$ cat src/rtl/pipe_pkg.sv
`default_nettype none
// ============================================================================
// Module      : pipe_pkg
// Description : Shared types and constants for the elastic skid pipeline stage.
//               Holds the stage state encoding and the default payload width.
// Revision    : 1.0 - initial release
// ============================================================================
package pipe_pkg;

  // Default payload width of a pipeline stage
  localparam int PIPE_WIDTH = 42;

  // Occupancy of the stage: EMPTY (nothing), BUSY (main only), FULL (main+skid)
  typedef enum logic [1:0] {
    EMPTY = 2'b00,
    BUSY  = 2'b01,
    FULL  = 2'b10
  } pipe_state_e;

endpackage
`default_nettype wire

$ cat src/rtl/pipe_skid_slot.sv
`default_nettype none
// ============================================================================
// Module      : pipe_skid_slot
// Description : WIDTH-bit storage register with load enable and asynchronous
//               active-high reset to zero. Used for both the main (head) and
//               the skid entry of pipe_skid_stage.
// Revision    : 1.0 - initial release
// ============================================================================
module pipe_skid_slot
  import pipe_pkg::*;
#(
  parameter int WIDTH = PIPE_WIDTH
) (
  input  logic             clk,
  input  logic             reset,
  input  logic             load,
  input  logic [WIDTH-1:0] d,
  output logic [WIDTH-1:0] q
);

  logic [WIDTH-1:0] data_q;
  logic [WIDTH-1:0] data_d;

  // Next value: take the new word on load, otherwise hold
  always_comb begin
    data_d = data_q;
    if (load) begin
      data_d = d;
    end
  end

  // Storage flop, cleared asynchronously
  always_ff @(posedge clk or posedge reset) begin
    if (reset) begin
      data_q <= '0;
    end else begin
      data_q <= data_d;
    end
  end

  assign q = data_q;

endmodule
`default_nettype wire

$ cat src/rtl/pipe_skid_stage.sv
`default_nettype none
// ============================================================================
// Module      : pipe_skid_stage
// Description : Elastic valid/ready pipeline stage with a one-entry skid
//               buffer. in_ready is a pure function of the state register, so
//               backpressure never forms a combinational path across stages.
//               One cycle of latency, one transfer per cycle when unstalled.
//               Optional feature macro: PIPE_FLUSH_EN adds a synchronous flush
//               input that empties the stage.
// Revision    : 1.0 - initial release
// ============================================================================
module pipe_skid_stage
  import pipe_pkg::*;
#(
  parameter int WIDTH = PIPE_WIDTH
) (
  input  logic             clk,
  input  logic             reset,
`ifdef PIPE_FLUSH_EN
  input  logic             flush,
`endif
  input  logic             in_valid,
  input  logic [WIDTH-1:0] in_data,
  output logic             in_ready,
  output logic             out_valid,
  output logic [WIDTH-1:0] out_data,
  input  logic             out_ready
);

  pipe_state_e      state_q;
  pipe_state_e      state_d;

  logic             w_in_fire;
  logic             w_out_fire;
  logic             w_main_load;
  logic             w_skid_load;
  logic [WIDTH-1:0] w_main_d;
  logic [WIDTH-1:0] w_main_q;
  logic [WIDTH-1:0] w_skid_q;

  // Handshake flags are derived only from registered state and the inputs
  assign in_ready   = (state_q != FULL);
  assign out_valid  = (state_q != EMPTY);
  assign out_data   = w_main_q;
  assign w_in_fire  = in_valid & in_ready;
  assign w_out_fire = out_valid & out_ready;

  // Next-state and register-load decisions for the two-entry FIFO
  always_comb begin
    state_d     = state_q;
    w_main_load = 1'b0;
    w_skid_load = 1'b0;
    w_main_d    = in_data;
    case (state_q)
      EMPTY: begin
        if (w_in_fire) begin
          w_main_load = 1'b1;
          state_d     = BUSY;
        end
      end
      BUSY: begin
        if (w_in_fire && w_out_fire) begin
          // Head leaves while the new beat takes its place
          w_main_load = 1'b1;
        end else if (w_in_fire) begin
          // Consumer stalled: park the in-flight beat in the skid register
          w_skid_load = 1'b1;
          state_d     = FULL;
        end else if (w_out_fire) begin
          state_d     = EMPTY;
        end
      end
      FULL: begin
        if (w_out_fire) begin
          // Promote the skid entry to head; in_ready is low so no input here
          w_main_load = 1'b1;
          w_main_d    = w_skid_q;
          state_d     = BUSY;
        end
      end
      default: begin
        state_d = EMPTY;
      end
    endcase
`ifdef PIPE_FLUSH_EN
    // Flush wins over everything; data registers keep their contents
    if (flush) begin
      state_d     = EMPTY;
      w_main_load = 1'b0;
      w_skid_load = 1'b0;
    end
`endif
  end

  // State register, emptied asynchronously by reset
  always_ff @(posedge clk or posedge reset) begin
    if (reset) begin
      state_q <= EMPTY;
    end else begin
      state_q <= state_d;
    end
  end

  pipe_skid_slot #(
    .WIDTH (WIDTH)
  ) u_main (
    .clk   (clk),
    .reset (reset),
    .load  (w_main_load),
    .d     (w_main_d),
    .q     (w_main_q)
  );

  pipe_skid_slot #(
    .WIDTH (WIDTH)
  ) u_skid (
    .clk   (clk),
    .reset (reset),
    .load  (w_skid_load),
    .d     (in_data),
    .q     (w_skid_q)
  );

endmodule
`default_nettype wire

$ cat config.mk
export PLATFORM = sky130hd
export DESIGN_NAME = pipe_skid_stage
export DESIGN_NICKNAME = d
export VERILOG_FILES = /design/src/rtl/pipe_pkg.sv /design/src/rtl/pipe_skid_slot.sv /design/src/rtl/pipe_skid_stage.sv
export SDC_FILE = /design/constraint.sdc
export NUM_CORES = 1
export LEC_CHECK = 0
export CAP_MARGIN = 10
export CELL_PAD_IN_SITES_DETAIL_PLACEMENT = 0
export CELL_PAD_IN_SITES_GLOBAL_PLACEMENT = 1
export CORE_MARGIN = 2
export CORE_UTILIZATION = 41
export CTS_BUF_LIST = sky130_fd_sc_hd__clkbuf_16
export DETAILED_ROUTE_END_ITERATION = 6
export MAX_ROUTING_LAYER = met4
export PLACE_DENSITY_LB_ADDON = 0.1
export SYNTH_ARGS = -nofsm -noshare
export SYNTH_HDL_FRONTEND = slang
export SYNTH_SLANG_ARGS = --single-unit
$ cat constraint.sdc
create_clock -name clk -period 3.5 [get_ports clk]
set_clock_uncertainty 0.05 [all_clocks]
set_input_delay 1.05 -clock clk [delete_from_list [all_inputs] [get_ports clk]]
set_output_delay 1.05 -clock clk [all_outputs]
set_load 0.05 [all_outputs]
# Word level (Yosys, flattened, before mapping)
# Index checks and enable logic that the tools add are counted.
# word_totals
reg_bits	86
in_bits	46
# classes
n_eq_ne	7
muxes	14
bitwise_logic	2
reduce_logical	4
# ops
operator	count
two-way mux 42 bit	2
two-way mux 2 bit	5
!= test 2 bit, second input constant	4
case mux 2 bit (3 select lines)	1
two-way mux 1 bit	5
AND reduction 4 bit	1
!= test 3 bit, second input constant	1
case mux 1 bit (3 select lines)	1
bitwise AND 1 bit	2
equality test 2 x 1 -> 1 bit, second input constant	1
equality test 2 bit, second input constant	1
zero test 2 bit	1
nonzero test 2 bit	1
logical AND 1 bit	1

# Logic depth before layout (Yosys ltp)
# logic_depth
depth_word	6
mapped_depth	5
depth_no_buf	4

# Hierarchy
# A second synthesis with hierarchy kept.
# unflattened
hier_cells	241
hier_area_um2	4360.4
# by_module_without_submodules
module	instances	cells_per_inst	area_per_inst_um2	seq_area_each_um2
pipe_skid_slot	2	90	1769.2	1051.0
pipe_skid_stage	1	61	822.0	50.0

# Worst setup path after synthesis
# No wires, ideal clock.
# synth_timing
path_type	input -> register
from	input port in_valid
to	register u_main.data_q[0] (netlist: u_main.q[0])
setup_time_ns	0.125
t_arrival_ns	1.973
t_required_ns	3.325
slack_ns	1.352
cell_stages	5
path_cell_list	nor2b_1 o21ai_1 o21ai_2 buf_2 mux2_2
# synth_via
elab_chain_cells	4
# synth_lines
element	line	source
start, declared	pipe_skid_stage.sv:22	input logic in_valid,
bitwise AND 1 bit *	pipe_skid_stage.sv:45	assign w_in_fire = in_valid & in_ready;
logical AND 1 bit	pipe_skid_stage.sv:62	if (w_in_fire && w_out_fire) begin
two-way mux 1 bit	pipe_skid_stage.sv:62	
case mux 1 bit (3 select lines) *	pipe_skid_stage.sv:54	case (state_q)
end signal, assigned	pipe_skid_slot.sv:37	data_q <= data_d;
end, declared	pipe_skid_slot.sv:21	logic [WIDTH-1:0] data_q;
# Every way passes the cells marked *; elsewhere a longest branch is shown, timed or not.
# A chain may end at the register's enable or synchronous reset.

# Worst setup path after layout
# layout_timing
from	register state_q[0]
to	output port out_valid
# layout_via
elab_chain_cells	1
# layout_lines
element	line	source
start, declared	pipe_skid_stage.sv:30	pipe_state_e state_q;
start signal, assigned	pipe_skid_stage.sv:100	state_q <= state_d;
nonzero test 2 bit	pipe_skid_stage.sv:43	assign out_valid = (state_q != EMPTY);
end, declared	pipe_skid_stage.sv:25	output logic out_valid,
# No other way between the ends.

==> flow_metrics.env <==
export IMPL_worstPathArrival_ns=1.83
export IMPL_period_needed_ns=2.928
export IMPL_gp_congestion=0.7311
export IMPL_gr_total_overflow=0
export IMPL_cts_hold_fix_buffers=0
export IMPL_cp_required_ns=2.40
export IMPL_dpl_cell_area_um2=4987
export IMPL_wl_um=6999
export IMPL_hold_viol=0
export IMPL_first_iter_violations=13
export IMPL_wl_per_cell_um=14.92
export IMPL_row_count=35
export IMPL_grt_setup_unrepaired="false"
export IMPL_p_per_area_nw_per_um2=764.0
export IMPL_hold_path_class="reg -> reg"
export IMPL_p_sw_frac=0.3587
export IMPL_syn_nets=285
export IMPL_intPower_w=0.002574
export IMPL_fin_crit_sh=0.8365
export IMPL_max_slew_margin_rel=0.6306
export IMPL_reg2reg_from="state_q[0]"
export IMPL_fp_dieW_um=101.6
export IMPL_drv_slew=0
export IMPL_setup_violations=0
export IMPL_grt_util_met2=0.2222
export IMPL_reg2reg_to="u_main.q[39]"
export IMPL_grt_pass1_vias=2199
export IMPL_cts_tree="built"
export IMPL_cts_path_max_buffers=2
export IMPL_htreeDepth=3
export IMPL_area_delta_synth_final_pct=34.44
export IMPL_grt_busiest_layer="met2"
export IMPL_ff2ff_setup_slack_ns=1.68
export IMPL_hpwlAfterDp_um=4659
export IMPL_cts_sinks=86
export IMPL_netlist_area_um2=3909
export IMPL_finalSetupTns_ns=0
export IMPL_fp_dieH_um=101.6
export IMPL_timing_final_ws_setup_ns=0.5723
export IMPL_grt_antenna_before_repair=0
export IMPL_status="finished clean"
export IMPL_stdcell_area_um2=5255
export IMPL_syn_inst=239
export IMPL_place_ws_ns=0.5971
export IMPL_tightest_slew_ns=0.5535
export IMPL_layout_commonest_cell="clkdlybuf4s50_1"
export IMPL_diodes=0
export IMPL_cts_root_buf="clkbuf_16"
export IMPL_track_usage=0.1459
export IMPL_grt_util_met3=0.03175
export IMPL_seq_power_share=0.390
export IMPL_drc=0
export IMPL_clk_latency_ns=0.32
export IMPL_use_met1=0.1894
export IMPL_io_pins=90
export IMPL_port_buffers=89
export IMPL_ys_seq_elements=86
export IMPL_critPathKind="reg -> out"
export IMPL_drtPass1Iterations=2
export IMPL_critPathCaptureType="primary output"
export IMPL_switchingPower_w=0.001440
export IMPL_power_frac_comb=0.399
export IMPL_die_area_um2=10330
export IMPL_viasPerCell=4.746
export IMPL_start_util=0.4230
export IMPL_fin_nets=381
export IMPL_core_area_um2=9240
export IMPL_grt_pass1_wl_um=11200
export IMPL_grt_start_max_net_pins=36
export IMPL_max_cap_violations=0
export IMPL_critical_path_endpoint="out_valid"
export IMPL_clock_fmax_mhz=341.6
export IMPL_syn_avg_cell_area_um2=16.35
export IMPL_start_kind="flop"
export IMPL_post_cts_repair_setup_buffers=0
export IMPL_whs_ns=0.4522
export IMPL_leakagePower_nw=2.290
export IMPL_vias=2226
export IMPL_ant_nets=0
export IMPL_synth_seq_area_share=0.5506
export IMPL_cts_resized_gates=0
export IMPL_vdd_drop_max_mv=0.2917
export IMPL_clk_pin_slew_ns=0.06
export IMPL_final_cell_mix="clkdlybuf4s50_1 (89), mux2_2 (87), dfrtp_1 (86)"
export IMPL_p_clk_frac=0.211
export IMPL_yosysUniqueCellTypes=17
export IMPL_crit_path_max_fanout=6
export IMPL_critical_path_startpoint="state_q[0]"
export IMPL_ff2ff_path_depth=5
export IMPL_yosysWarnings=0
export IMPL_drive_gt1_frac=0.4559
export IMPL_cts_buffers=9
critical path, cell delays in order (launching register included):
cell             delay [ns]
dfrtp_1                0.48
or2_2                  0.33
clkdlybuf4s50_1        0.70
flip-flops by register name, summed over array words and instances (netlist names):
register	count
u_main.q	42
u_skid.q	42
state_q	2
cell families after synthesis:
group	Yosys count	synth area share
muxes	127	0.4043
DFF	86	0.5506
buffers and inverters	14	0.02369
and+or+nand+nor	8	0.01537
AOI/OAI and AO/OA	4	0.006079
final cells by class:
type | count | area, µm²
Clock buffer | 9 | 225.2
Clock inverter | 7 | 42.54
Fill cell | 784 | 3985
Inverter | 2 | 8.758
Multi-Input combinational cell | 139 | 1677
Sequential cell | 86 | 2152
Tap cell | 129 | 161.4
Timing Repair Buffer | 97 | 988.4
per-layer routing:
metal  vias up  part of all wire
met5         -                 0
met4         0             0.011
met3         9             0.040
met1      1113              0.47
li1       1051                 -
met2        53              0.48
per-stage QoR:
| stage | util | total power [W] | instances |
|---|---|---|---|
| 4_1_cts | 0.5687 | 0.004072 | 469 |
| 6_report | 0.5687 | 0.004015 | 469 |
| 2_1_floorplan | - | 0.002674 | 239 |
| 3_3_place_gp | 0.5397 | 0.003176 | 453 |
| 5_1_grt | 0.5687 | 0.004219 | 469 |
| 3_5_place_dp | 0.5397 | 0.003206 | 453 |
power groups by stage:
| stage | sequential [W] | clock, W | combinational [W] |
|---|---|---|---|
| CTS | 0.00157 | 0.000878 | 0.00162 |
| finish | 0.00157 | 0.000847 | 0.00160 |
| global placement | 0.00157 | 0 | 0.00160 |
| detailed placement | 0.00159 | 0 | 0.00162 |
| floorplan | 0.00212 | 0 | 0.000559 |
| global route | 0.00162 | 0.000920 | 0.00168 |
cell usage after synthesis:
library cell | instances | area share
o21ai_1 | 1 | 0.0013
nor2_1 | 1 | 0.00096
mux2_4 | 40 | 0.15
or2_2 | 1 | 0.0016
nor2_2 | 1 | 0.0016
mux2_2 | 87 | 0.25
o21ai_0 | 1 | 0.0013
buf_6 | 4 | 0.012
nor2b_1 | 1 | 0.0016
dfrtp_1 | 86 | 0.55
nor2b_4 | 1 | 0.0035
a21oi_1 | 1 | 0.0013
inv_1 | 2 | 0.0019
buf_2 | 8 | 0.010
nand2b_1 | 2 | 0.0032
nand2_4 | 1 | 0.0029
o21ai_2 | 1 | 0.0022
how the worst min path moves through the flow:
stage,cells after the start,end,start
after floorplan,1,u_skid.q[39],u_skid.q[39]
after global placement,1,u_skid.q[39],u_skid.q[39]
after detailed placement,1,u_main.q[11],u_main.q[11]
after CTS,1,u_main.q[17],u_main.q[17]
after global routing,1,u_main.q[5],u_main.q[5]
final,1,u_main.q[28],u_main.q[28]
(Power assumes the default switching activity.)
